## src/rtl/mux_scan_pkg.sv

```systemverilog
// Shared constants and state encoding for the mux scan controller.
package mux_scan_pkg;
  localparam int NCH   = 16;
  localparam int SEL_W = 4;

  typedef enum logic [1:0] {
    ST_IDLE   = 2'd0,
    ST_SETTLE = 2'd1,
    ST_SAMPLE = 2'd2,
    ST_DONE   = 2'd3
  } state_e;
endpackage

```

## src/rtl/settle_timer.sv

```systemverilog
// Settle-time counter: counts while enabled and raises tc at SETTLE-1.
// It wraps to zero on its own terminal count, so back-to-back channels
// need no extra clear cycle.
module settle_timer #(
  parameter int SETTLE = 1
) (
  input  logic clk,
  input  logic rst,
  input  logic en,
  input  logic clr,
  output logic tc
);
  localparam logic [3:0] TC_VAL = 4'(SETTLE - 1);

  logic [3:0] cnt_q, cnt_d;

  assign tc = (cnt_q == TC_VAL);

  // Next count: clear dominates, then count with wrap on terminal count.
  always_comb begin
    cnt_d = cnt_q;
    if (clr)     cnt_d = '0;
    else if (en) cnt_d = tc ? 4'd0 : cnt_q + 4'd1;
  end

  // Count register.
  always_ff @(posedge clk or posedge rst) begin
    if (rst) cnt_q <= '0;
    else     cnt_q <= cnt_d;
  end
endmodule

```

## src/rtl/mux_scan_ctrl.sv

```systemverilog
// Scan controller for the 16:1 mux: steps the select, waits SETTLE cycles
// per channel, samples the mux output and publishes a whole 16-bit word
// with a one-cycle done pulse.
module mux_scan_ctrl
  import mux_scan_pkg::*;
#(
  parameter int SETTLE = 1
) (
  input  logic             clk,
  input  logic             rst,
  input  logic             start,
  input  logic             cont,
  input  logic             mux_y,
  output logic [SEL_W-1:0] sel,
  output logic             busy,
  output logic             done,
  output logic [NCH-1:0]   data
);
  localparam logic [SEL_W-1:0] SEL_LAST = SEL_W'(NCH - 1);

  state_e           state_q, state_d;
  logic [SEL_W-1:0] sel_q, sel_d;
  logic [NCH-1:0]   shadow_q, shadow_d;
  logic [NCH-1:0]   data_q, data_d;
  logic             done_q, done_d;
  logic             tc;

  settle_timer #(.SETTLE(SETTLE)) u_timer (
    .clk (clk),
    .rst (rst),
    .en  (state_q == ST_SETTLE),
    .clr (state_q != ST_SETTLE),
    .tc  (tc)
  );

  // Next-state logic; data is loaded from the shadow with the final
  // channel merged in so it never shows a partial word.
  always_comb begin
    state_d  = state_q;
    sel_d    = sel_q;
    shadow_d = shadow_q;
    data_d   = data_q;
    done_d   = 1'b0;
    case (state_q)
      ST_IDLE: begin
        if (start) begin
          state_d = ST_SETTLE;
          sel_d   = '0;
        end
      end
      ST_SETTLE: begin
        if (tc) state_d = ST_SAMPLE;
      end
      ST_SAMPLE: begin
        shadow_d[sel_q] = mux_y;
        if (sel_q == SEL_LAST) begin
          state_d = ST_DONE;
          data_d  = shadow_d;
          done_d  = 1'b1;
        end else begin
          sel_d   = sel_q + 1'b1;
          state_d = ST_SETTLE;
        end
      end
      ST_DONE: begin
        sel_d   = '0;
        state_d = cont ? ST_SETTLE : ST_IDLE;
      end
      default: state_d = ST_IDLE;
    endcase
  end

  // State, select, shadow and output registers.
  always_ff @(posedge clk or posedge rst) begin
    if (rst) begin
      state_q  <= ST_IDLE;
      sel_q    <= '0;
      shadow_q <= '0;
      data_q   <= '0;
      done_q   <= 1'b0;
    end else begin
      state_q  <= state_d;
      sel_q    <= sel_d;
      shadow_q <= shadow_d;
      data_q   <= data_d;
      done_q   <= done_d;
    end
  end

  assign sel  = sel_q;
  assign busy = (state_q != ST_IDLE);
  assign done = done_q;
  assign data = data_q;
endmodule
```

## config.mk

```make
export PLATFORM = sky130hd
export DESIGN_NAME = mux_scan_ctrl
export DESIGN_NICKNAME = d
export VERILOG_FILES = /design/src/rtl/mux_scan_pkg.sv /design/src/rtl/settle_timer.sv /design/src/rtl/mux_scan_ctrl.sv
export SDC_FILE = /design/constraint.sdc
export NUM_CORES = 1
export LEC_CHECK = 0
export BUFFER_PORTS_ARGS = -buffer_cell sky130_fd_sc_hd__buf_2
export CAP_MARGIN = 10
export CORE_MARGIN = 2
export CORE_UTILIZATION = 57
export CTS_CLUSTER_DIAMETER = 80
export CTS_CLUSTER_SIZE = 14
export DETAILED_ROUTE_END_ITERATION = 8
export PLACE_DENSITY_LB_ADDON = 0.05
export SKIP_CTS_REPAIR_TIMING = 1
export SLEW_MARGIN = 40
export SYNTH_ARGS = -nofsm -noshare
export SYNTH_HDL_FRONTEND = slang
export SYNTH_HIERARCHICAL = 1
export SYNTH_SLANG_ARGS = --single-unit
export TNS_END_PERCENT = 5
```

## constraint.sdc

```tcl
create_clock -name clk -period 2.45 [get_ports clk]
set_clock_uncertainty 0.2 [all_clocks]
set_input_delay 0.1225 -clock clk [delete_from_list [all_inputs] [get_ports clk]]
set_output_delay 0.1225 -clock clk [all_outputs]
set_load 0.01 [all_outputs]
```

==> results of run 1 <==
[cell type report]
class                      count  area share (%)
clock inverter                 1           1.230
inverter                       7           1.076
clock buffer                   6           3.381
multi-input combinational    128           40.83
timing repair buffer          34           7.992
sequential                    42           43.03
tap                           48           2.459
[metrics by stage]
step                      std cells  hold WS [ns]  instance area (sq um)
after floorplan                 194       -0.3114                   2181
after global placement          257       -0.1842                   2310
after detailed placement        257       -0.1699                   2310
after CTS                       264       -0.4854                   2422
after global routing            266       0.09458                   2442
final                           266       0.06207                   2442
[metal layers]
| layer | global-route usage, % | vias to the layer above | wire length (um) |
|---|---|---|---|
| li1 | - | 725 | - |
| met1 | 31.04 | 767 | 1999 |
| met2 | 34.72 | 31 | 2067 |
| met3 | 4.089 | 7 | 149 |
| met4 | 8.333 | 0 | 52 |
| met5 | 0 | - | 0 |
[synth_stat cells, types with 2 or more instances]
cell type / number
xnor2_1: 2
mux2i_1: 14
nand2b_1: 3
ha_1: 6
mux2_2: 20
buf_4: 4
nand3b_1: 7
nand3_1: 4
clkbuf_1: 3
nor2_1: 2
o22ai_1: 2
a21oi_1: 24
inv_1: 7
dfrtp_1: 42
nor3b_1: 4
nor2b_1: 5
clkbuf_2: 3
buf_2: 5
nand2_1: 17
and4bb_2: 2
[report_power, final]
part	internal, mW	total, mW	switching, mW
logic	0.265	0.547	0.281
clock network	0.326	0.549	0.223
registers	0.788	0.902	0.114
total	1.38	2.00	0.619
[path summary, 6_finish.rpt]
kind,to,slack (ns)
hold reg to reg,data[7],0.30
max in group asynchronous,shadow_q[13],1.42
setup reg to reg,u_timer/cnt_q[0],0.59
setup / recovery,u_timer/cnt_q[0],0.59
min in group clk,sel[0],0.09
hold / removal,u_timer/cnt_q[0],0.06
[flip-flops by register name (all words and copies together) (netlist names)]
name	cells
data	16
shadow_q	15
sel	4
u_timer/cnt_q	4
state_q	2
done	1
[worst max-delay path: cells and delay by family (launching register included)]
kind,cells,cell delay [ns]
AND/OR/NAND/NOR,2,0.68
flip-flops,1,0.53
buffers and inverters,1,0.23
AO/OA/AOI/OAI,1,0.15
[cells in the final DEF (no fill, tap or decap), types with 2 or more instances in the layout]
cell and instances:
a21oi_1 24, and4bb_2 2, buf_2 26, buf_4 6
clkbuf_8 6, dfrtp_1 42, dlygate4sd3_1 2, ha_1 6
inv_1 7, mux2_2 20, mux2i_1 14, nand2_1 17
nand2b_1 3, nand3_1 4, nand3b_1 7, nor2_1 2
nor2b_1 5, nor3b_1 4, o22ai_1 2, xnor2_1 2
[kinds of logic (layout without fill, tap and decap cells)]
group           count (synthesis)  in the layout
buf+inv                        24             48
compound gates                 33             33
mux                            34             34
fa+ha+maj                       6              6
flops                          42             42
simple gates                   53             53
xor+xnor                        2              2
==> results by group, run 1 <==
Run status
  – Status: finished, final reports clean

Cells and area
  – Ant diodes: 0
  – Layout cells sized above 1: between 30% and 40%
  – Area taken by multi-input logic gates: 997.2 sq um
  – # fillers: between 200 and 300
  – Sequential cell area: ~1100 sq um
  – Area grow syn2layout: 11.99%
  – # nets final: 229
  – Final core utilization: between 60% and 70%

STA
  – Worst-Margin Slew: between 0.4 and 0.5 ns
  – Slew headroom: between 60% and 70%
  – Achievable Freq: 537.0 MHz
  – Setup violations, final: 0
  – Minimum clock period: approximately 1.9 ns
  – Worst setup margin: slightly below 0.6 ns
  – Sum of negative setup slack: 0 ns
  – RSZ-0062 raised after global routing: no
  – Final period util: between 70% and 80%
  – Final Hold Fails: 0
  – Fin. max-slew vios: 0

Setup path
  – R2r startpoint: state_q[1]
  – CP arrival: 1.88 ns
  – Type of the worst setup path: reg2reg
  – Max stage delay on crit path: between 0.5 and 0.6 ns
  – Crit-path slowest cell: dfrtp_1
  – CP max FO: 12
  – Worst path cell trace: nand2b_1, inv_1, or3b_1, o22ai_1
  – Startpoint Class: flip-flop
  – Crit end category: flip-flop
  – CP Launch Point: state_q[1]
  – CP required: about 2.5 ns
  – R2R depth: 4

Synthesis
  – Compound-Gate Fraction of Synth Area: under 10%
  – Post-synth net total: 205
  – Synth Area in Adders: 3.442%
  – Synth area leaders: dfrtp_1, mux2_2, mux2i_1, a21oi_1, ha_1
  – Number of synthesized register bits: 42
  – Post-synth EDFFs: 0
  – Post-synth top area cell: dfrtp_1
  – Synthesized area: between 2000 and 2500 sq um
  – Count of cell types in the netlist: 38
  – Main flop type after synthesis: dfrtp_1
  – Xor and xnor area share after synthesis: less than 1%
  – Synth warn: 6
  – Syn Area/Cell: about 11 sq um
  – Simple-Gate Fraction of Synth Area: between 10% and 20%
  – Post-synthesis mux area share: between 15 and 20%
  – Largest family of logic cells by synthesized area: multiplexers
  – Sequential share of the synthesized area: 48.19%
  – Post-Synthesis Cells: a little under 200
  – Post-synth ARST share: 100.0%
  – Synth top area share: 48.19%

Route
  – Final wirelength: 4268 um
  – DRT Pass-1 Iters: 4
  – Number of routed nets with antenna violations: 0
  – 1st-iter DRT viols: between 100 and 150
  – Via density: around 5.8
  – DR vias: ~1500
  – Post-DR wirelength/cell: roughly 16 um
  – DRC violations left: 0

Job
  – # Max-Cap Violations: 0

Power and ir drop
  – Max VDD drop: 542.0 uV
  – Leak: 1.108 nW
  – Cell Pwr Density: 818.2 nW/um^2
  – Total Power: 1.998 mW

GRT
  – Largest net degree at the start of global routing: 39
  – Gr ovfl total: 0
  – Vias in the first global route: between 1500 and 2000
  – Wire length of the first global-routing pass: approximately 7300 um
  – Initial antenna violation count: 0
  – All-Layer GR Usage: between 20 and 25%

Die
  – Core area: 3661 sq um
  – IO Pins: 27
  – Die area: between 4000 and 5000 sq um
  – Die H: 65.86 um
  – Row cnt: 22
  – Die Wd: approximately 66 um
  – Initial Utilization: 59.57%

Place
  – Placer Congestion: ~0.86
  – Detailed placement HPWL: approximately 2900 um
  – Pre-CTS setup slack: 0.5858 ns
  – IO buf count: 26

Clock network
  – CTS tree: yes
  – CTS Buf Count: 5
  – Worst-path clk slew: ~0.080 ns
  – Clock buffer depth: 2
  – Clock root cell: clkbuf_8
  – H-tree depth: 2
  – Clk sink count: 42
  – Clk Latency, worst-skew pair: 0.29 ns

Hold path
  – Min-delay worst type: in2async
No activity file was read; power rests on OpenSTA's default activity.
==> run 2, diff against run 1 <==
clock period = 1.79 ns   (was 2.45 ns; I/O delays follow)
==> run 2 against run 1 <==
Against the previous run:
- power up 40%
- non-clock buffer count up 7
- hold slack got worse by 0.048 ns
- worst setup slack got worse by 0.47 ns
- clock power rose by 36%
- critical path type unchanged
- critical endpoint is now state_q[0]
- largest cell class unchanged
==> results by group, run 2 (synthesis results as in run 1) <==
Run status
  – Status: finished, final reports clean

Cells and area
  – Max FFs per register: 16 (unchanged)
  – Commonest non-fill, non-tap cell in the layout: dfrtp_1
  – Layout cells sized above 1: 34.07% (+3.8 points)
  – Area grow syn2layout: 14.69%
  – # nets final: 236 (+3.1%)
  – Final core utilization: 68.32% (+1.6 points)
  – Fin area: 2501 sq um (+2.4%)
  – # fillers: 286 (-2.7%)
  – Most frequent cells in the layout: dfrtp_1, buf_2, a21oi_1
  – Ant diodes: 0 (unchanged)

Power and ir drop
  – Cell Pwr Density: 1117 nW/um^2 (+37%)
  – Leak: 1.132 nW (+2.2%)
  – Psw: 0.8859 mW (+43%)
  – Internal Power: 1.909 mW (+38%)
  – Comb pwr share: 29.2% (+1.8 points)
  – Sequential power share: 44.1% (-1.0 points)
  – Clock power frac: 26.7% (-0.8 points)
  – Max VDD drop: 916.8 uV (+69%)
  – Switching Share: 31.70% (+0.72 points)

STA
  – Minimum clock period: 1.670 ns (-0.1928 ns)
  – Fin. max-slew vios: 0 (unchanged)
  – Final period util: 93.27% (+17 points)
  – Worst-Margin Slew: 0.4861 ns (+0.01279 ns)
  – RSZ-0062 raised after global routing: no
  – Sum of negative setup slack: 0 ns (unchanged)
  – Slew headroom: 67.60% (-0.85 points)
  – Setup violations, final: 0 (unchanged)
  – Worst setup margin: 0.1204 ns (-0.4672 ns)
  – Achievable Freq: 598.9 MHz (+12%)
  – Final Hold Fails: 0 (unchanged)

Die
  – Initial Utilization: 59.57% (unchanged)
  – Row cnt: 22 (unchanged)
  – Die Wd: 65.86 um (unchanged)
  – Die area: 4337 sq um (unchanged)
  – IO Pins: 27 (unchanged)
  – Die H: 65.86 um (unchanged)
  – Core area: 3661 sq um (unchanged)

Setup path
  – Crit end category: flip-flop
  – Startpoint Class: flip-flop
  – Type of the worst setup path: reg2reg
  – CP max FO: 5 (-7)
  – CP required: 1.78 ns (-0.68 ns)
  – CP arrival: 1.66 ns (-0.22 ns)

GRT
  – Initial antenna violation count: 0 (unchanged)
  – All-Layer GR Usage: 23.37% (+1.1 points)
  – Largest net degree at the start of global routing: 39 (unchanged)
  – Vias in the first global route: 1524 (-0.39%)
  – Wire length of the first global-routing pass: 7500 um (+2.6%)
  – Gr ovfl total: 0 (unchanged)

Route
  – 1st-iter DRT viols: 90 (-17%)
  – DRC violations left: 0 (unchanged)
  – Post-DR wirelength/cell: 15.98 um (-0.39%)
  – Final wirelength: 4379 um (+2.6%)
  – Via density: 5.624 (-2.2%)
  – Number of routed nets with antenna violations: 0 (unchanged)
  – DR vias: 1541 (+0.72%)
  – DRT Pass-1 Iters: 4 (unchanged)

Clock network
  – Clock root cell: clkbuf_8
  – H-tree depth: 2 (unchanged)
  – Worst-path clk slew: 0.08 ns (about the same)
  – Clk sink count: 42 (unchanged)
  – CTS tree: yes
  – Clk Latency, worst-skew pair: 0.30 ns (about the same)
  – CTS Buf Count: 5 (unchanged)
  – Clock buffer depth: 2 (unchanged)

Place
  – Pre-CTS setup slack: 0.1086 ns (-0.4772 ns)
  – IO buf count: 26 (unchanged)
  – Post-Place Cell Area: 2369 sq um (+2.5%)
  – Detailed placement HPWL: 3007 um (+4.1%)
  – Placer Congestion: 0.7800 (-9.6%)

Job
  – # Max-Cap Violations: 0 (unchanged)

Hold path
  – Min-delay worst type: in2async
## run 2: power groups by stage
stage               combinational, mW  sequential (mW)  clock [mW]
CTS                             0.819             1.23       0.765
floorplan                       0.674             1.17           0
global route                    0.907             1.25       0.795
global placement                0.791             1.23           0
finish                          0.816             1.23       0.746
detailed placement              0.813             1.25           0
## run 2: area by class of cell
type                            instances  area, sq um  area share (%)
Sequential cell                        42         1055           42.17
Tap cell                               48        60.06           2.401
Timing Repair Buffer                   41        247.7           9.905
Clock inverter                          2        37.54           1.501
Inverter                                7        26.28           1.051
Multi-Input combinational cell        128         1002           40.07
Clock buffer                            6        72.57           2.901
## run 2: metrics by stage
step / hold WS [ns] / power (mW) / instances
6_report: 0.01384 / 2.795 / 274
5_1_grt: 0.02900 / 2.955 / 274
4_1_cts: -0.5412 / 2.810 / 272
3_5_place_dp: -0.2151 / 2.058 / 264
3_3_place_gp: -0.2159 / 2.023 / 264
2_1_floorplan: -0.3444 / 1.845 / 194
## run 2: worst max-delay path: stages, from the launching register on
cell     delay [ns]
dfrtp_1        0.43
inv_1          0.08
ha_1           0.16
nor3b_1        0.32
nor2b_1        0.08
o32a_1         0.28
## run 2: path summary, 6_finish.rpt
| check | start | end | slack (ns) | depth (start not counted) |
|---|---|---|---|---|
| worst max-delay path | u_timer/cnt_q[0] | state_q[0] | 0.12 | 5 |
| max in group asynchronous | rst | sel[0] | 0.77 | 4 |
| worst min register to register | data[3] | data[3] | 0.31 | 1 |
| worst max register to register | u_timer/cnt_q[0] | state_q[0] | 0.12 | 5 |
| min in group clk | start | sel[0] | 0.03 | 3 |
| worst min-delay path | rst | u_timer/cnt_q[0] | 0.01 | 3 |
## run 2: metal layers
metal | wire (um) | global-route usage, % | part of all wire, %
met1 | 1893 | 30.59 | 43
met2 | 2224 | 37.88 | 51
met3 | 173 | 3.748 | 4.0
met4 | 87 | 11.20 | 2.0
met5 | 0 | 0 | 0
==> run 3, diff against run 2 <==
CORE_ASPECT_RATIO = 0.9   (was not set)
==> run 3 against run 2 <==
Against the previous run:
- via count up 1.6%
- clock power decreased by 2%
- register-to-register slack worse by 0.03 ns
- cell area is 0.30% higher
- sequential power hardly changed
- die area hardly changed
- global-route usage is 2.2 points lower
- power up 0.30%
- critical path depth fell by 1
- utilization decreased by 0.60 points
- worst setup slack got worse by 0.028 ns
- critical endpoint is now data[15]
- largest cell class unchanged
==> results by group, run 3 (synthesis results as in run 1) <==
STA
  – RSZ-0062 raised after global routing: no
  – Worst setup margin: 0.09255 ns (-0.02786 ns)
  – Min Hold Slack: 0.01870 ns (+0.004852 ns)
  – Final Hold Fails: 0 (unchanged)
  – Minimum clock period: 1.697 ns (+0.02786 ns)
  – Final period util: 94.83% (+1.6 points)
  – Sum of negative setup slack: 0 ns (unchanged)
  – Setup violations, final: 0 (unchanged)
  – Achievable Freq: 589.1 MHz (-1.6%)
  – Fin. max-slew vios: 0 (unchanged)
  – Slew headroom: 67.75% (+0.16 points)
  – Worst-Margin Slew: 0.4837 ns (-0.002368 ns)

Clock network
  – Clock buffer depth: 2 (unchanged)
  – Worst-path clk slew: 0.08 ns (about the same)
  – H-tree depth: 2 (unchanged)
  – CTS tree: yes
  – Clock root cell: clkbuf_8
  – CTS Buf Count: 5 (unchanged)
  – Clk sink count: 42 (unchanged)
  – Clk Latency, worst-skew pair: 0.29 ns (about the same)

Cells and area
  – # fillers: 282 (-1.4%)
  – Ant diodes: 0 (unchanged)
  – Area grow syn2layout: 15.03%
  – Fin area: 2509 sq um (+0.30%)
  – Most frequent cells in the layout: dfrtp_1, buf_2, a21oi_1
  – Max FFs per register: 16 (unchanged)
  – Commonest non-fill, non-tap cell in the layout: dfrtp_1
  – Layout cells sized above 1: 34.80% (+0.73 points)
  – Post-Layout Cell Count: 273 (-0.36%)
  – Final core utilization: 67.71% (-0.60 points)
  – # nets final: 237 (+0.42%)

Route
  – DRC violations left: 0 (unchanged)
  – 1st-iter DRT viols: 50 (-44%)
  – Via density: 5.736 (+2.0%)
  – Post-DR wirelength/cell: 15.93 um (-0.30%)
  – DR vias: 1566 (+1.6%)
  – Number of routed nets with antenna violations: 0 (unchanged)
  – Final wirelength: 4350 um (-0.66%)
  – DRT Pass-1 Iters: 4 (unchanged)

GRT
  – Largest net degree at the start of global routing: 39 (unchanged)
  – Gr ovfl total: 0 (unchanged)
  – Vias in the first global route: 1606 (+5.4%)
  – Initial antenna violation count: 0 (unchanged)
  – All-Layer GR Usage: 21.19% (-2.2 points)
  – Wire length of the first global-routing pass: 7300 um (-2.7%)

Setup path
  – Startpoint Class: flip-flop
  – Type of the worst setup path: reg2reg
  – CP arrival: 1.68 ns (+0.02 ns)
  – CP required: 1.77 ns (about the same)
  – Crit end category: flip-flop
  – CP max FO: 5 (unchanged)

Power and ir drop
  – Clock power frac: 26.2% (-0.5 points)
  – Switching Share: 31.62% (-0.076 points)
  – Cell Pwr Density: 1117 nW/um^2 (about the same)
  – Leak: 1.148 nW (+1.3%)
  – Max VDD drop: 636.3 uV (-31%)
  – Total Power: 2.803 mW (+0.30%)
  – Sequential power share: 43.2% (-0.9 points)
  – Internal Power: 1.916 mW (+0.41%)
  – Comb pwr share: 30.6% (+1.4 points)
  – Psw: 0.8864 mW (about the same)

Die
  – Die Wd: 69.20 um (+5.1%)
  – Die H: 62.68 um (-4.8%)
  – Die area: 4337 sq um (about the same)
  – Initial Utilization: 58.87% (-0.70 points)
  – Core area: 3705 sq um (+1.2%)
  – Row cnt: 21 (-4.5%)
  – IO Pins: 27 (unchanged)

Place
  – Pre-CTS setup slack: 0.1007 ns (-0.007898 ns)
  – Post-Place Cell Area: 2374 sq um (+0.21%)
  – Placer Congestion: 0.7866 (+0.85%)
  – Placed insts: 263 (-0.38%)
  – IO buf count: 26 (unchanged)
  – Detailed placement HPWL: 3050 um (+1.4%)

Hold path
  – Min-delay worst type: in2async

Job
  – # Max-Cap Violations: 0 (unchanged)

Run status
  – Status: finished, final reports clean
[run 3: cell type report]
type / instances / area (sq um) / area share, %
Clock inverter: 3 / 40.04 / 1.596
Inverter: 7 / 26.28 / 1.047
Multi-Input combinational cell: 128 / 1007 / 40.15
Tap cell: 46 / 57.56 / 2.294
Sequential cell: 42 / 1054 / 41.99
Timing Repair Buffer: 42 / 255.2 / 10.17
Clock buffer: 5 / 68.82 / 2.743
[run 3: path summary, 6_finish.rpt]
check / from / to / slack [ns] / cells after the start
max in group asynchronous: rst / sel[0] / 0.78 / 4
min in group clk: start / sel[0] / 0.08 / 3
min reg2reg: data[11] / data[11] / 0.31 / 1
min: rst / u_timer/cnt_q[0] / 0.02 / 3
max: sel[1] / data[15] / 0.09 / 4
max reg2reg: sel[1] / data[15] / 0.09 / 4
[run 3: worst max-delay path, stage by stage, from the launching register on]
cell	delay, ns
dfrtp_1	0.43
ha_1	0.21
nand3_2	0.13
nor2_4	0.25
mux2_2	0.36
[run 3: routing by layer]
metal  wire length [um]  GRT usage [%]  part of all wire, %
met1               1913          27.28                   44
met2               2239          35.70                   51
met3                159          5.484                  3.7
met4                 37          5.637                 0.85
met5                  0              0                    0
[run 3: power groups by stage]
stage	Combinational, mW	Sequential (mW)	Clock (mW)
6_report	0.858	1.21	0.733
5_1_grt	0.940	1.23	0.786
4_1_cts	0.860	1.21	0.748
3_5_place_dp	0.857	1.22	0
3_3_place_gp	0.830	1.21	0
2_1_floorplan	0.674	1.17	0
